File: src/rtl/decoder_seq.sv
`default_nettype none
// ============================================================================
// Module   : decoder_seq
// Brief    : Registered binary-to-one-hot decoder with output enable, a
//            valid/ready load port and an optional auto-scan mode enabled
//            by the DECODER_SEQ_SCAN_EN macro.
// Revision : 1.0 - initial release
// ============================================================================
module decoder_seq #(
    parameter int SEL_W   = 3,
    parameter int DWELL_W = 4
) (
    input  logic                    clk,
    input  logic                    rst_n,
    input  logic                    en,
    input  logic                    s_valid,
    input  logic [SEL_W-1:0]        s,
    output logic                    s_ready,
    input  logic                    scan,
    input  logic [DWELL_W-1:0]      dwell,
    output logic [(2**SEL_W)-1:0]   x,
    output logic [SEL_W-1:0]        cur,
    output logic                    wrap
);

    localparam int OUT_W = 2**SEL_W;
    localparam logic [SEL_W-1:0] c_idx_max = SEL_W'(OUT_W - 1);
    localparam logic [OUT_W-1:0] c_one     = OUT_W'(1);

    logic               r_s_ready;
    logic [SEL_W-1:0]   r_cur;
    logic [OUT_W-1:0]   r_x;
    logic               w_load;
    logic [SEL_W-1:0]   w_cur_next;
    logic [OUT_W-1:0]   w_x_next;

    assign w_load   = s_valid & r_s_ready;
    assign w_x_next = en ? (c_one << w_cur_next) : '0;

`ifdef DECODER_SEQ_SCAN_EN

    typedef enum logic [0:0] {
        ST_STATIC = 1'b0,
        ST_SCAN   = 1'b1
    } state_t;

    state_t             r_state;
    state_t             w_state_next;
    logic [DWELL_W-1:0] r_cnt;
    logic [DWELL_W-1:0] w_cnt_next;
    logic               r_wrap;
    logic               w_wrap_next;

    // A load always wins over a scan step; the counter restarts from dwell
    // whenever it is not actively counting down in SCAN.
    always_comb begin
        w_cur_next   = w_load ? s : r_cur;
        w_cnt_next   = dwell;
        w_wrap_next  = 1'b0;
        w_state_next = scan ? ST_SCAN : ST_STATIC;
        if (r_state == ST_SCAN && scan && !w_load) begin
            if (r_cnt == '0) begin
                w_cur_next  = r_cur + SEL_W'(1);
                w_wrap_next = (r_cur == c_idx_max);
            end else begin
                w_cnt_next  = r_cnt - DWELL_W'(1);
            end
        end
    end

    always_ff @(posedge clk) begin
        if (!rst_n) begin
            r_state   <= ST_STATIC;
            r_cnt     <= '0;
            r_wrap    <= 1'b0;
            r_cur     <= '0;
            r_x       <= '0;
            r_s_ready <= 1'b0;
        end else begin
            r_state   <= w_state_next;
            r_cnt     <= w_cnt_next;
            r_wrap    <= w_wrap_next;
            r_cur     <= w_cur_next;
            r_x       <= w_x_next;
            r_s_ready <= 1'b1;
        end
    end

    assign wrap = r_wrap;

`else

    logic w_unused_scan;

    assign w_unused_scan = ^{scan, dwell};
    assign w_cur_next    = w_load ? s : r_cur;

    always_ff @(posedge clk) begin
        if (!rst_n) begin
            r_cur     <= '0;
            r_x       <= '0;
            r_s_ready <= 1'b0;
        end else begin
            r_cur     <= w_cur_next;
            r_x       <= w_x_next;
            r_s_ready <= 1'b1;
        end
    end

    assign wrap = 1'b0;

`endif

    assign s_ready = r_s_ready;
    assign cur     = r_cur;
    assign x       = r_x;

endmodule
`default_nettype wire

File: config.mk
export PLATFORM = sky130hd
export DESIGN_NAME = decoder_seq
export DESIGN_NICKNAME = d
export VERILOG_FILES = /design/src/rtl/decoder_seq.sv
export SDC_FILE = /design/constraint.sdc
export NUM_CORES = 1
export LEC_CHECK = 0
export BUFFER_PORTS_ARGS = -buffer_cell sky130_fd_sc_hd__buf_2
export CAP_MARGIN = 15
export CORE_UTILIZATION = 30
export CTS_CLUSTER_DIAMETER = 50
export DETAILED_ROUTE_END_ITERATION = 7
export SETUP_SLACK_MARGIN = 0.5
export SKIP_CTS_REPAIR_TIMING = 1
export SLEW_MARGIN = 10
export SYNTH_ARGS = -nofsm -noshare
export SYNTH_HDL_FRONTEND = slang
export SYNTH_SLANG_ARGS = --single-unit
File: constraint.sdc
create_clock -name clk -period 1.23 [get_ports clk]
set_clock_uncertainty 0.1 [all_clocks]
set_input_delay 0.123 -clock clk [delete_from_list [all_inputs] [get_ports clk]]
set_output_delay 0.123 -clock clk [all_outputs]
set_load 0.01 [all_outputs]
==> results of run 1 <==
[worst max path at each step]
stage | end | slack, ns | from | cells past startpoint
after floorplan | x[2] | 0.10 | cur[2] | 3
after global routing | x[1] | 0.01 | s_ready | 3
after CTS | x[4] | 0.06 | s_ready | 3
after global placement | cur[1] | 0.09 | s_ready | 3
after detailed placement | cur[1] | 0.08 | s_ready | 3
final | x[2] | 0.07 | s_ready | 3
[flip-flops by register name, summed over array words and instances (netlist names)]
| name | cells |
|---|---|
| s_ready | 1 |
| x | 8 |
| cur | 3 |
[cell type report]
class                   instances  share of cell area, %
flip-flops and latches         12                  41.27
multi-input cells              22                  32.24
repair buffers                 19                  19.10
clock buffers                   4                  4.312
well taps                      15                  3.080
[logic make-up after synthesis]
kind of cell           count (synthesis)
AOI/OAI and AO/OA                      3
buffers and inverters                  1
DFF                                   12
muxes                                  4
other                                  1
and+or+nand+nor                       14
[routing by layer]
metal,vias to the layer above,wire length [microns],global-route usage (%)
li1,165,-,-
met1,134,293,14.33
met2,11,304,15.98
met3,2,55,6.818
met4,0,11,7.759
met5,-,0,0
[cells in the final DEF (no fill, tap or decap)]
master and count:
buf_2 15, dfxtp_1 7, nor3_1 4, nor3_2 4
clkbuf_4 3, dfxtp_2 3, buf_6 3, mux2_4 2
dfxtp_4 2, and3_4 1, a21boi_2 1, nand2_1 1
o21bai_1 1, nand2_4 1, mux2i_1 1, mux2i_2 1
or3_4 1, and2_4 1, and2_1 1, o21a_1 1
conb_1 1, clkbuf_1 1, buf_4 1
[metrics by stage]
step	cell area, sq um	total power [mW]	worst slack [ns]	hold slack, ns	utilization (%)
final	609.3	0.7340	0.06598	-0.08503	46.25
after detailed placement	550.5	0.5022	0.08397	0.1826	41.79
after CTS	576.8	0.7364	0.06340	-0.09182	43.78
after global placement	550.5	0.5015	0.08603	0.1807	41.79
after floorplan	441.7	0.4708	0.1009	0.05069	-
after global routing	609.3	0.7831	0.009630	-0.1003	46.25
[power groups by stage]
stage / Sequential [mW] / Clock [mW] / Combinational, mW
5_1_grt: 0.408 / 0.271 / 0.104
2_1_floorplan: 0.421 / 0 / 0.0499
4_1_cts: 0.406 / 0.243 / 0.0878
3_5_place_dp: 0.415 / 0 / 0.0876
6_report: 0.406 / 0.235 / 0.0925
3_3_place_gp: 0.415 / 0 / 0.0870
[critical path, stage by stage (launching register included)]
cell	delay, ns
dfxtp_4	0.37
and3_4	0.15
or3_4	0.36
nor3_2	0.11
==> impl_metrics.toml, run 1 <==
[worst_setup_path]
rr_endpoint = "x[2]"
crit_required_ns = 1.31
critPathMaxFanout = 4
r2r_slack_ns = 0.07
path_class = "flip-flop to flip-flop"
end_kind = "flip-flop"
crit_arrival_ns = 1.25
reg2regPathDepth = 3
worst_r2r_startpoint = "s_ready"
startpoint_type = "flip-flop"

[finish]
layout-drive-gt1-share_pct = 68.42
syn2layout_area_growth_pct = 41.98
multi_input_area_sq_um = 196.4
regArea_sq_um = 251.5
diodes = 0
instances_no_fill = 72
nets = 70
fillCellCount = 132

[synthesis]
synthTopCellsByCount = "dfxtp_1, nor3_1, nor3_2"
synthTopCellsByArea = "dfxtp_1, nor3_2, mux2_4"
synth_top_area_cell = "dfxtp_1"
synth_cells = 35
yosys_warnings = 0
synth_top_flop_cell = "dfxtp_1"
synth_edf_count = 0
muxShareOfSynthArea_pct = 11.66
ys_ff_latch = 12
ys_seq_area_share_pct = 55.98
synth_top_area_share_pct = 55.98
synth_top_family_by_area = "simple AND/OR/NAND/NOR gates"
synthXorXnorAreaFrac_pct = 0
synth_most_common_cell = "dfxtp_1"
synth-simple-area-share_pct = 24.49
synth.distinct_cells = 15
async_flop_share_pct = 0
syn-num-nets = 47
synth_adder_area_share_pct = 0
syn-cell-area_sq_um = 429.2
syn_area_per_cell_sq_um = 12.26
synth-compound-area-share_pct = 5.248

[global_route]
first_global_vias = 271
grt_pass1_wl_mm = 1.145
grt_antenna_before_repair = 0
grt_usage_pct = 12.01
grt_max_degree = 8
grt-ovfl-total = 0

[power_and_ir_drop]
p_sw_share_pct = 22.15
powerDensity_nw_per_um2 = 1205
ir_drop_v = 0.0008407
leakage_nw = 0.2887
p_switching_uw = 162.6
clock_power_share_pct = 32.1
p_int_uw = 571.5
p_comb_share_pct = 12.6
seqPwrFrac_pct = 55.3

[timing]
hold_ws_ns = -0.08503
setup_violations = 0
finalSetupTns_ns = 0
hold_viol = 1
slew_viol_final = 0
min_period_ns = 1.164
rsz0062_at_grt = "yes"
min_period_over_period_pct = 94.64
fmax_mhz = 859.1

[drt]
detail_route.wl_per_cell_microns = 9.236
firstDrtPassIters = 2
postRouteWirelength_microns = 665
drc = 0
drtIter0Drc = 3
vias = 312
vias_per_cell = 4.333
ant_nets = 0

[placement]
gp_congestion = 0.7323
io_buffers = 18
dpl.cell_count = 68

[die]
dieArea_sq_um = 1586
boundaryPins = 25
coreArea_sq_um = 1318
fp-row-count = 13
die_w_microns = 39.82
start_util_pct = 32.57
die_height_microns = 39.82

[flow_run]
drv_cap = 0

[clock_network]
clock_path_buffers = 2
root_buffer = "clkbuf_4"
cts_max_level = 1
cts_tree = "yes"
clk_pin_slew_ns = 0.07
cts_made_buffers = 3
numClockSinks = 12
insertion_delay_ns = 0.26

[worst_hold_path]
hold_path_class = "primary input to flip-flop"
hold_start = "rst_n"
whs_path_depth = 1
whs_endpoint = "s_ready"

[status]
violations = "hold timing"
run_status = "complete, but fails checks"
No activity file was read; power rests on OpenSTA's default activity.
==> run 2: changes to the inputs <==
--- a/config.mk
+++ b/config.mk
@@ -5,11 +5,12 @@
 export SDC_FILE = /design/constraint.sdc
 export NUM_CORES = 1
 export LEC_CHECK = 0
-export BUFFER_PORTS_ARGS = -buffer_cell sky130_fd_sc_hd__buf_2
 export CAP_MARGIN = 15
 export CORE_UTILIZATION = 30
 export CTS_CLUSTER_DIAMETER = 50
 export DETAILED_ROUTE_END_ITERATION = 7
+export DONT_BUFFER_PORTS = 1
+export REMOVE_ABC_BUFFERS = 1
 export SETUP_SLACK_MARGIN = 0.5
 export SKIP_CTS_REPAIR_TIMING = 1
 export SLEW_MARGIN = 10
==> impl_metrics.toml, run 2 (same netlist as run 1, synthesis figures left out) <==
[drt]
vias_per_cell = 4.930
firstDrtPassIters = 4
drtIter0Drc = 2
detail_route.wl_per_cell_microns = 14.26
ant_nets = 0
postRouteWirelength_microns = 813
vias = 281
drc = 0

[clock_network]
clock_path_buffers = 2
numClockSinks = 12
insertion_delay_ns = 0.27
cts_made_buffers = 3
clk_pin_slew_ns = 0.08
cts_max_level = 1
cts_tree = "yes"
root_buffer = "clkbuf_4"

[die]
boundaryPins = 25
die_w_microns = 39.82
die_height_microns = 39.82
dieArea_sq_um = 1586
start_util_pct = 32.57
coreArea_sq_um = 1318
fp-row-count = 13

[timing]
min_period_over_period_pct = 95.71
hold_ws_ns = 0.0009458
slew_viol_final = 0
min_period_ns = 1.177
setup_ws_ns = 0.05279
setup_violations = 0
fmax_mhz = 849.5
hold_viol = 0
rsz0062_at_grt = "yes"

[global_route]
grt_usage_pct = 12.34
grt-ovfl-total = 0
grt_antenna_before_repair = 0
grt_max_degree = 8
first_global_vias = 270
grt_pass1_wl_mm = 1.200

[finish]
diodes = 0
final_util_pct = 43.02
nets = 55
syn2layout_area_growth_pct = 32.07
layout-drive-gt1-share_pct = 78.57
final_cell_mix = "nor3_2, dfxtp_2, clkbuf_4, dfxtp_4, dfxtp_1"
instances_no_fill = 57
final_area_sq_um = 566.8
largest_register_ffs = 8

[worst_setup_path]
crit_arrival_ns = 1.27
crit_buf_inv = 0
slowest_stage = "dfxtp_4"
critPathMaxFanout = 4
path_delay_family = "simple AND/OR/NAND/NOR gates"
crit_required_ns = 1.32
slowest_delay_ns = 0.37
path_class = "flip-flop to flip-flop"
startpoint_type = "flip-flop"
path_cells = "and3_4 -> or3_4 -> nor3_2"
end_kind = "flip-flop"

[placement]
io_buffers = 0
gp_congestion = 0.6454
dpl_cell_area_sq_um = 455.4
hpwlAfterDp_microns = 584.7
post-place-ws_ns = 0.001688
dpl.cell_count = 51

[flow_run]
drv_cap = 0

[power_and_ir_drop]
ir_drop_v = 0.0007588
clock_power_share_pct = 38.6
p_sw_share_pct = 22.38
powerDensity_nw_per_um2 = 1403
p_int_uw = 617.2
seqPwrFrac_pct = 51.7
leakage_nw = 0.2164
p_switching_uw = 178.0
p_comb_share_pct = 9.7

[worst_hold_path]
hold_path_class = "primary input to flip-flop"

[status]
run_status = "finished clean"
## run 2: changes by cell type in the layout (fill, tap and decap cells not counted), sizes merged
cell and change:
dlygate4sd3 +1, buf -16
## run 2: final cells by class
class | count | area, sq um
fill | 130 | 750.7
sequential | 12 | 259.0
tap | 15 | 18.77
clock buffer | 4 | 36.28
multi-input combinational | 22 | 216.5
timing repair buffer | 4 | 36.28
## run 2: metrics by stage
stage / TNS (ns) / power (mW)
6_report: 0 / 0.7951
5_1_grt: 0 / 0.8381
4_1_cts: -0.04250 / 0.7868
3_5_place_dp: 0 / 0.4794
3_3_place_gp: 0 / 0.4768
2_1_floorplan: 0 / 0.4661
## run 2: worst paths after layout
check / start / end / slack (ns) / depth (start not counted)
setup / recovery: s_ready / x[3] / 0.05 / 3
setup reg to reg: s_ready / x[3] / 0.05 / 3
hold reg to reg: cur[1] / x[0] / 0.55 / 2
hold / removal: s[1] / x[0] / 0.0009 / 2
## run 2: worst register-to-register path, delay by kind of cell (launching register included)
kind | cells | cell delay, ns
AND/OR/NAND/NOR | 3 | 0.63
flip-flops | 1 | 0.37
## run 2: metal layers
metal	track usage [%]	routed length (microns)
met4	5.172	7
met2	17.62	391
met5	0	0
met3	10.23	118
met1	12.88	295
## run 2: power by group through the flow
stage | logic (mW) | registers (mW) | clock network (mW)
3_5_place_dp | 0.0585 | 0.421 | 0
5_1_grt | 0.0825 | 0.413 | 0.343
6_report | 0.0771 | 0.411 | 0.307
4_1_cts | 0.0585 | 0.412 | 0.316
3_3_place_gp | 0.0562 | 0.421 | 0
2_1_floorplan | 0.0452 | 0.421 | 0
==> run 3: changes to the inputs <==
--- a/config.mk
+++ b/config.mk
@@ -10,6 +10,7 @@
 export CTS_CLUSTER_DIAMETER = 50
 export DETAILED_ROUTE_END_ITERATION = 7
 export DONT_BUFFER_PORTS = 1
+export RECOVER_POWER = 25
 export REMOVE_ABC_BUFFERS = 1
 export SETUP_SLACK_MARGIN = 0.5
 export SKIP_CTS_REPAIR_TIMING = 1
==> impl_metrics.toml, run 3 (same netlist as run 1, synthesis figures left out) <==
[clock_network]
clk_pin_slew_ns = 0.08
cts_tree = "yes"
insertion_delay_ns = 0.27
root_buffer = "clkbuf_4"
cts_max_level = 1
cts_made_buffers = 3
numClockSinks = 12
clock_path_buffers = 2

[status]
run_status = "finished clean"

[drt]
vias_per_cell = 4.930
vias = 281
drc = 0
firstDrtPassIters = 4
postRouteWirelength_microns = 813
ant_nets = 0
detail_route.wl_per_cell_microns = 14.26
drtIter0Drc = 2

[finish]
final_area_sq_um = 560.5
layout-drive-gt1-share_pct = 66.67
syn2layout_area_growth_pct = 30.61
diodes = 0
fillCellCount = 129
final_common_cell = "dfxtp_1"
final_util_pct = 42.55
instances_no_fill = 57
largest_register_ffs = 8
nets = 55
final_cell_mix = "dfxtp_1, nor3_2, clkbuf_4, dfxtp_4"

[placement]
gp_congestion = 0.6454
dpl.cell_count = 51
dpl_cell_area_sq_um = 455.4
io_buffers = 0
hpwlAfterDp_microns = 584.7

[die]
die_height_microns = 39.82
start_util_pct = 32.57
coreArea_sq_um = 1318
boundaryPins = 25
die_w_microns = 39.82
fp-row-count = 13
dieArea_sq_um = 1586

[global_route]
grt_max_degree = 8
grt_usage_pct = 12.34
grt_pass1_wl_mm = 1.200
grt_antenna_before_repair = 0
grt-ovfl-total = 0
first_global_vias = 270

[timing]
hold_viol = 0
fmax_mhz = 853.1
min_period_ns = 1.172
setup_violations = 0
min_period_over_period_pct = 95.30
slew_viol_final = 0
rsz0062_at_grt = "yes"

[worst_hold_path]
hold_path_class = "primary input to flip-flop"

[power_and_ir_drop]
powerDensity_nw_per_um2 = 1417
leakage_nw = 0.2140
ir_drop_v = 0.0007582

[worst_setup_path]
critPathMaxFanout = 4
crit_required_ns = 1.33
crit_arrival_ns = 1.27
end_kind = "flip-flop"
path_class = "flip-flop to flip-flop"
startpoint_type = "flip-flop"

[flow_run]
drv_cap = 0
## run 3: changes by cell type in the layout (fill, tap and decap cells not counted)
cell | before | now
dfxtp_1 | 3 | 8
dfxtp_2 | 6 | 1
## run 3: per-layer routing
metal	share of wire, %	global-route usage, %
met2	48	17.62
met4	0.86	5.172
met1	36	12.88
met3	15	10.23
met5	0	0
## run 3: final cells by class
type | count | area, sq um | area share, %
Sequential cell | 12 | 252.7 | 45.09
Multi-Input combinational cell | 22 | 216.5 | 38.62
Tap cell | 15 | 18.77 | 3.348
Timing Repair Buffer | 4 | 36.28 | 6.473
Clock buffer | 4 | 36.28 | 6.473
## run 3: path summary, 6_finish.rpt
check,startpoint,end,slack [ns],depth (start not counted)
max,s_ready,x[3],0.06,3
min,s[1],x[0],0.008,2
max reg2reg,s_ready,x[3],0.06,3
min reg2reg,cur[1],x[0],0.56,2
## run 3: per-stage QoR
stage	worst slack, ns	TNS, ns	hold WS, ns	power [mW]
2_1_floorplan	0.002142	0	0.05072	0.4661
3_3_place_gp	0.03660	0	0.05093	0.4768
3_5_place_dp	0.001688	0	0.05094	0.4794
4_1_cts	-0.01413	-0.04250	-0.2376	0.7868
5_1_grt	0.01916	0	-0.003263	0.8373
6_report	0.05784	0	0.008195	0.7944
## run 3: power by group
group,leakage (nW),internal [mW],switching [mW]
Combinational,0.0930,0.0392,0.0379
Clock,0.0210,0.180,0.127
Sequential,0.100,0.397,0.0127
Total,0.214,0.616,0.178
## run 3: worst max-delay path, stage by stage, from the launching register on
cell and delay, ns:
dfxtp_4 0.37, and3_4 0.16, or3_4 0.36, nor3_2 0.11
